## src/rtl/serial_sub_pkg.sv

```systemverilog
// Shared definitions for the bit-serial subtractor: state encoding, default width,
// and the bit-counter sizing helper.
package serial_sub_pkg;

    typedef enum logic [1:0] {
        ST_IDLE  = 2'd0,
        ST_SHIFT = 2'd1,
        ST_DONE  = 2'd2
    } state_e;

    localparam int unsigned DEFAULT_WIDTH = 8;

    // Counter only needs to reach WIDTH-1; keep at least one bit.
    function automatic int unsigned cnt_width(input int unsigned w);
        return (w > 1) ? $clog2(w) : 1;
    endfunction

endpackage

```

## src/rtl/full_subtractor.sv

```systemverilog
// One-bit full subtractor: d = a - b - bin, with borrow out.
module full_subtractor (
    input  logic a,
    input  logic b,
    input  logic bin,
    output logic d,
    output logic bout
);

    assign d    = a ^ b ^ bin;
    assign bout = (~a & b) | (~(a ^ b) & bin);

endmodule

```

## src/rtl/serial_subtractor.sv

```systemverilog
// Bit-serial unsigned subtractor (diff = a - b, LSB first) with start/done handshake.
// Define SERIAL_SUB_OVF_EN to add the registered two's-complement overflow output.
module serial_subtractor
    import serial_sub_pkg::*;
#(
    parameter int unsigned WIDTH = DEFAULT_WIDTH
) (
    input  logic             clk,
    input  logic             rst_n,
    input  logic             start,
    input  logic [WIDTH-1:0] a,
    input  logic [WIDTH-1:0] b,
    output logic             busy,
    output logic             done,
    output logic [WIDTH-1:0] diff,
    output logic             borrow
`ifdef SERIAL_SUB_OVF_EN
    ,
    output logic             overflow
`endif
);

    localparam int unsigned CW = cnt_width(WIDTH);

    state_e           state_q, state_d;
    logic [WIDTH-1:0] sa_q, sa_d, sb_q, sb_d;
    logic [WIDTH-1:0] res_q, res_d;
    logic [WIDTH-1:0] diff_q, diff_d;
    logic [CW-1:0]    cnt_q, cnt_d;
    logic             brw_q, brw_d;
    logic             borrow_q, borrow_d;
    logic             fs_d, fs_bout;
    logic             load, fin;

    full_subtractor u_fs (
        .a    (sa_q[0]),
        .b    (sb_q[0]),
        .bin  (brw_q),
        .d    (fs_d),
        .bout (fs_bout)
    );

    // DONE accepts a new start just like IDLE, giving back-to-back operation.
    assign load = start && ((state_q == ST_IDLE) || (state_q == ST_DONE));
    assign fin  = (state_q == ST_SHIFT) && (cnt_q == CW'(WIDTH - 1));

    always_comb begin
        state_d  = state_q;
        sa_d     = sa_q;
        sb_d     = sb_q;
        res_d    = res_q;
        cnt_d    = cnt_q;
        brw_d    = brw_q;
        diff_d   = diff_q;
        borrow_d = borrow_q;
        if (load) begin
            state_d = ST_SHIFT;
            sa_d    = a;
            sb_d    = b;
            res_d   = '0;
            cnt_d   = '0;
            brw_d   = 1'b0;
        end else begin
            case (state_q)
                ST_SHIFT: begin
                    sa_d  = {1'b0, sa_q[WIDTH-1:1]};
                    sb_d  = {1'b0, sb_q[WIDTH-1:1]};
                    res_d = WIDTH'({fs_d, res_q} >> 1);
                    brw_d = fs_bout;
                    cnt_d = cnt_q + CW'(1);
                    if (fin) begin
                        state_d  = ST_DONE;
                        diff_d   = res_d;
                        borrow_d = fs_bout;
                    end
                end
                default: state_d = ST_IDLE;
            endcase
        end
    end

    always_ff @(posedge clk or negedge rst_n) begin
        if (!rst_n) begin
            state_q  <= ST_IDLE;
            sa_q     <= '0;
            sb_q     <= '0;
            res_q    <= '0;
            cnt_q    <= '0;
            brw_q    <= 1'b0;
            diff_q   <= '0;
            borrow_q <= 1'b0;
        end else begin
            state_q  <= state_d;
            sa_q     <= sa_d;
            sb_q     <= sb_d;
            res_q    <= res_d;
            cnt_q    <= cnt_d;
            brw_q    <= brw_d;
            diff_q   <= diff_d;
            borrow_q <= borrow_d;
        end
    end

    assign busy   = (state_q == ST_SHIFT);
    assign done   = (state_q == ST_DONE);
    assign diff   = diff_q;
    assign borrow = borrow_q;

`ifdef SERIAL_SUB_OVF_EN
    logic a_msb_q, b_msb_q, ovf_q;

    // The final serial bit is the result MSB, so overflow is known on the last shift.
    always_ff @(posedge clk or negedge rst_n) begin
        if (!rst_n) begin
            a_msb_q <= 1'b0;
            b_msb_q <= 1'b0;
            ovf_q   <= 1'b0;
        end else begin
            if (load) begin
                a_msb_q <= a[WIDTH-1];
                b_msb_q <= b[WIDTH-1];
            end
            if (fin) begin
                ovf_q <= (a_msb_q != b_msb_q) && (fs_d != a_msb_q);
            end
        end
    end

    assign overflow = ovf_q;
`endif

endmodule
```

## config.mk

```make
export PLATFORM = sky130hd
export DESIGN_NAME = serial_subtractor
export DESIGN_NICKNAME = d
export VERILOG_FILES = /design/src/rtl/serial_sub_pkg.sv /design/src/rtl/full_subtractor.sv /design/src/rtl/serial_subtractor.sv
export SDC_FILE = /design/constraint.sdc
export NUM_CORES = 1
export LEC_CHECK = 0
export CORE_ASPECT_RATIO = 1.1
export CORE_MARGIN = 2
export CORE_UTILIZATION = 50
export CTS_BUF_LIST = sky130_fd_sc_hd__clkbuf_4
export CTS_CLUSTER_SIZE = 24
export DETAILED_ROUTE_END_ITERATION = 10
export GPL_TIMING_DRIVEN = 0
export PLACE_DENSITY = 0.74
export SYNTH_ARGS = -nofsm -noshare
export SYNTH_HDL_FRONTEND = slang
export SYNTH_HIERARCHICAL = 1
export SYNTH_SLANG_ARGS = --single-unit
export TNS_END_PERCENT = 50
```

## constraint.sdc

```tcl
create_clock -name clk -period 1.6 [get_ports clk]
set_clock_uncertainty 0.2 [all_clocks]
set_input_delay 0.32 -clock clk [delete_from_list [all_inputs] [get_ports clk]]
set_output_delay 0.32 -clock clk [all_outputs]
set_load 0.005 [all_outputs]
```

==> After elaboration in Yosys (flattened, before gate mapping) <==
Cells that the tools add are included.
{ "classes": {"bitwise_logic": 8, "addsub": 1, "n_mux": 13, "reduce_logical": 6, "n_eq_ne": 4} }
{ "op_table": {"columns": ["operator", "n"], "rows": [
  ["two-way mux 8 bit", 6],
  ["two-way mux 2 bit", 3],
  ["two-way mux 3 bit", 2],
  ["adder 3 x 1 -> 3 bit (second input constant)", 1],
  ["== test 3 bit (second input constant)", 1],
  ["!= test 3 x 1 -> 1 bit (second input constant)", 1],
  ["NOT 1 bit", 3],
  ["AND reduction 3 bit", 1],
  ["AND 1 bit", 2],
  ["== test 2 x 1 -> 1 bit (second input constant)", 1],
  ["== test 2 bit (second input constant)", 1],
  ["logical AND 1 bit", 2],
  ["zero test 2 bit", 1],
  ["two-way mux 1 bit", 2],
  ["nonzero test 2 bit", 1],
  ["XOR 1 bit", 2],
  ["logical OR 1 bit", 1],
  ["bitwise OR 1 bit", 1]
]} }
{ "word_totals": {"inputBits": 19, "out_inout_bits": 11, "wordCells": 40, "register_bits": 39} }

==> Longest topological paths before layout <==
{ "logic_depth": {"word_depth": 6, "depth_mapped": 5} }

==> Cells and area by module <==
Netlist, hierarchy kept.
{ "by_module_without_submodules": {"columns": ["mod", "cells_per_inst", "area_per_inst_um2", "n_inst", "seq_area_each_um2"], "rows": [
  ["serial_subtractor", 137, 1914.3, 1, 950.9],
  ["full_subtractor", 4, 31.3, 1, 0.0]
]} }

==> Least setup slack after synthesis <==
Ideal clock, no wire load.
{ "synth_timing": {"path_kind": "register -> register", "startpoint": "reg cnt_q[0]", "endpoint": "reg borrow_q, in the netlist borrow", "t_arrival_ns": 1.333, "slack_ns": -0.058, "path_buffers": 1, "t_required_ns": 1.275, "stages_incl_launch_ff": 6, "period_less_slack_ns": 1.658, "path_cell_list": "dfrtp_1 > ha_1 > ha_1 > nand3b_1 > buf_4 > mux2_4"} }
{ "synth_between": {"elab_chain_len": 3} }
{ "synth_rtl": {"columns": ["element", "line_no", "text"], "rows": [
  ["from (decl)", "serial_subtractor.sv:29", "logic [CW-1:0] cnt_q, cnt_d;"],
  ["from (signal assigned)", "serial_subtractor.sv:97", "cnt_q <= cnt_d;"],
  ["== test 3 bit", "serial_subtractor.sv:45", "assign fin = (state_q == ST_SHIFT) && (cnt_q == CW'(WIDTH - 1));"],
  ["logical AND 1 bit", "serial_subtractor.sv:45", null],
  ["AND reduction 3 bit (no source line)", null, null],
  ["to (signal assigned)", "serial_subtractor.sv:100", "borrow_q <= borrow_d;"],
  ["to (decl)", "serial_subtractor.sv:31", "logic borrow_q, borrow_d;"]
]} }
Every way passes these cells.
A chain may end at the register's enable or synchronous reset.

==> Final worst setup path <==
{ "layout_timing": {"startpoint": "reg brw_q", "endpoint": "reg res_q[7]"} }
{ "layout_between": {"elab_chain_len": 3} }
{ "layout_rtl": {"columns": ["element", "line_no", "text"], "rows": [
  ["from (decl)", "serial_subtractor.sv:30", "logic brw_q, brw_d;"],
  ["from (signal assigned)", "serial_subtractor.sv:98", "brw_q <= brw_d;"],
  ["XOR 1 bit", "full_subtractor.sv:10", "assign d = a ^ b ^ bin;"],
  ["via fs_d", "serial_subtractor.sv:32", "logic fs_d, fs_bout;"],
  ["two-way mux 8 bit", "serial_subtractor.sv:64", "case (state_q)"],
  ["two-way mux 8 bit", "serial_subtractor.sv:56", "if (load) begin"],
  ["to (signal assigned)", "serial_subtractor.sv:96", "res_q <= res_d;"],
  ["to (decl)", "serial_subtractor.sv:27", "logic [WIDTH-1:0] res_q, res_d;"]
]} }
The timed path passes the listed nets, and every way through them passes these cells. The select of a mux whose other input is x is not followed.

==> run metrics <==
core area 0.003684 mm^2; reg-to-reg endpoint res_q[7]; CP startpoint kind register; diode count 0; Slew HR 0.4390; power density cells 1617 mW/mm^2; Residual DRC 0; WP data required 1640 ps; drt wl/cell 14.81 um; Yosys cell types 19; Psw 0.001278 W; arrival time worst endpoint 1730 ps; final setup fails 12; outcome finished, violations left; Fin Setup TNS -956.7 ps; launch point of the worst reg-to-reg path brw_q; Primary FF master, synth dfrtp_1; first-pass GRT wire length 6403 um; max-slew violations 0; WS Path Type register to register; switching part of the total power 0.3203; async set-reset flop share out of synthesis 1.000; fill count 317; Antenna Nets Post-Route 0; Final WS setup -95.60 ps; synth cell count leaders mux2i_1 (44), dfrtp_1 (38), a22o_1 (11); reg2reg setup slack -100 ps; synth-to-layout area growth 26.75%; most common cell in the synthesized netlist mux2i_1; top post-synthesis cells by area dfrtp_1 (49%), mux2i_1 (23%), mux2_4 (6.9%); Worst Hold Path Cells 3; initial antenna violation count 0; Area after DPL 0.002296 mm^2; max cap viols 0; period utilization 1.060; Starting Density 0.5282; sequential power share 0.417; combinational share of power 0.461; Row Count 23; Layout Nets 210; synthesized area per cell 13.80 um^2; worst-skew pair later-pin latency 340 ps; DRT Wirelength 3539 um; failing checks negative setup slack; GR Util All Layers 0.1827; leakage power 1.263 nW; Num CTS Buffers 5; die area 0.004407 mm^2; Final HPWL DP 2384 um; RSZ-0062 raised after global routing true; CTS tree built; CP Max Fanout 3; layout cells sized above 1 0.2698; Ports 30; number of global-route vias before repair 1400; Final Hold Fails 0; Max clock buf depth 2; post-synthesis sequential area ratio 0.4887; Critical Path Sink Type register; final core occ 0.6695; maximum vdd drop 0.6902 mV; Clk pwr share 0.122; Least-Margin Pin Slew 841.5 ps; largest net degree at the start of global routing 39; syn nets 163; Critical path origin brw_q; crit path time final 1696 ps; final instance area 0.002466 mm^2; Die Wd 63.48 um; share of the synthesized area in the top cell type 0.4887; Post-synth EDFFs 0; Vias 1282; Clock transition at path regs 110 ps; synthesized instance count 141; Mapped Area 0.001946 mm^2; Internal Power 0.002711 W; Placer Congestion 0.7000; CTS Sinks 38; Initial DRT Pass Iterations 5; reg2reg path depth 4; Root Driver clkbuf_4; Synth area leader dfrtp_1; FMAX 589.8 MHz; vias per cell 5.364; Chip Height 69.43 um; GR Overflow Total 0; port bufs 28; DRT iter0 DRCs 70; Synth Register Bits 38; CTS H-tree depth 2; Worst Hold Class primary input to register; Ys Warns 6; Worst setup endpoint res_q[7]
cell families (layout without fill, tap and decap cells):
logic type	count (synthesis)	in the layout	share of synthesized area
and+or+nand+nor	7	7	0.01929
muxes	64	64	0.3595
AOI/OAI and AO/OA	13	13	0.05466
DFF	38	38	0.4887
adders and majority gates	3	3	0.02315
xor gates and xnor gates	1	1	0.004502
buffers and inverters	15	63	0.05015
power groups by stage:
stage / logic (W) / registers (W) / clock network [W]
5_1_grt: 0.00203 / 0.00172 / 0.000559
6_report: 0.00184 / 0.00166 / 0.000486
3_3_place_gp: 0.00161 / 0.00164 / 0
4_1_cts: 0.00175 / 0.00166 / 0.000501
2_1_floorplan: 0.00120 / 0.00160 / 0
3_5_place_dp: 0.00167 / 0.00167 / 0
worst min path at each step:
stage / from / end / slack (ps)
finish: start / sb_q[4] / 220
global route: start / sb_q[3] / 220
CTS: start / sa_q[7] / 220
detailed placement: rst_n / diff[6] / 280
global placement: diff[5] / diff[5] / 290
floorplan: rst_n / borrow / -180
layout make-up:
class	count	area, um^2	share of cell area
inverters	4	15.01	0.006088
flip-flops and latches	38	952.2	0.3861
multi-input cells	88	934.6	0.3790
plain buffers	9	82.58	0.03349
repair buffers	42	365.4	0.1481
clock inverters	2	8.758	0.003551
clock buffers	6	45.04	0.01826
well taps	50	62.56	0.02537
critical path, stage by stage, from the launching register on:
cell	delay, ps
dfrtp_1	410
inv_2	50
fa_1	480
mux2_4	280
a22o_1	170
through the flow:
step | hold WS (ps) | worst slack [ps] | std cells | total power, W
6_report | 216.9 | -95.60 | 239 | 0.003989
5_1_grt | 215.1 | -143.4 | 239 | 0.004312
4_1_cts | 215.2 | -141.0 | 235 | 0.003908
3_5_place_dp | 276.5 | -339.1 | 219 | 0.003341
3_3_place_gp | 294.0 | -871.3 | 219 | 0.003254
2_1_floorplan | -175.6 | -22.51 | 141 | 0.002806
placed cells by master, fill, tap and decap left out, drive strengths merged:
| master | Yosys | routed |
|---|---|---|
| nor2b | 2 | 2 |
| fa | 1 | 1 |
| clkbuf | 1 | 7 |
| clkdlybuf4s50 | 0 | 16 |
| dlygate4sd2 | 0 | 9 |
| nor2 | 2 | 2 |
| nand3 | 2 | 2 |
| buf | 10 | 24 |
| mux2i | 44 | 44 |
| dlygate4sd3 | 0 | 1 |
| mux2 | 20 | 20 |
| clkinv | 0 | 2 |
| ha | 2 | 2 |
| dfrtp | 38 | 38 |
| xnor2 | 1 | 1 |
| inv | 4 | 4 |
| nand3b | 1 | 1 |
| o21ai | 2 | 2 |
| a22o | 11 | 11 |
sequential cells by signal, summed over array words and instances, names as in the netlist:
register and cells:
borrow 1, sb_q 8, res_q 7, brw_q 1, state_q 2, diff 8, sa_q 8, cnt_q 3
routing by layer:
metal,vias to the layer above,track usage,wire (um)
li1,602,-,-
met3,6,0.03896,123
met5,-,0,0
met1,651,0.2137,1535
met4,0,0.06522,54
met2,23,0.3263,1826
timing repair:
action,4_1_cts,5_1_grt
buffers inserted,8,5
hold buffers,1,0
endpoints found under the hold margin,38,0
endpoints found under the setup margin,22,13
pin swaps,1,1
gates resized for setup,28,3
No activity file was read; power rests on OpenSTA's default activity.
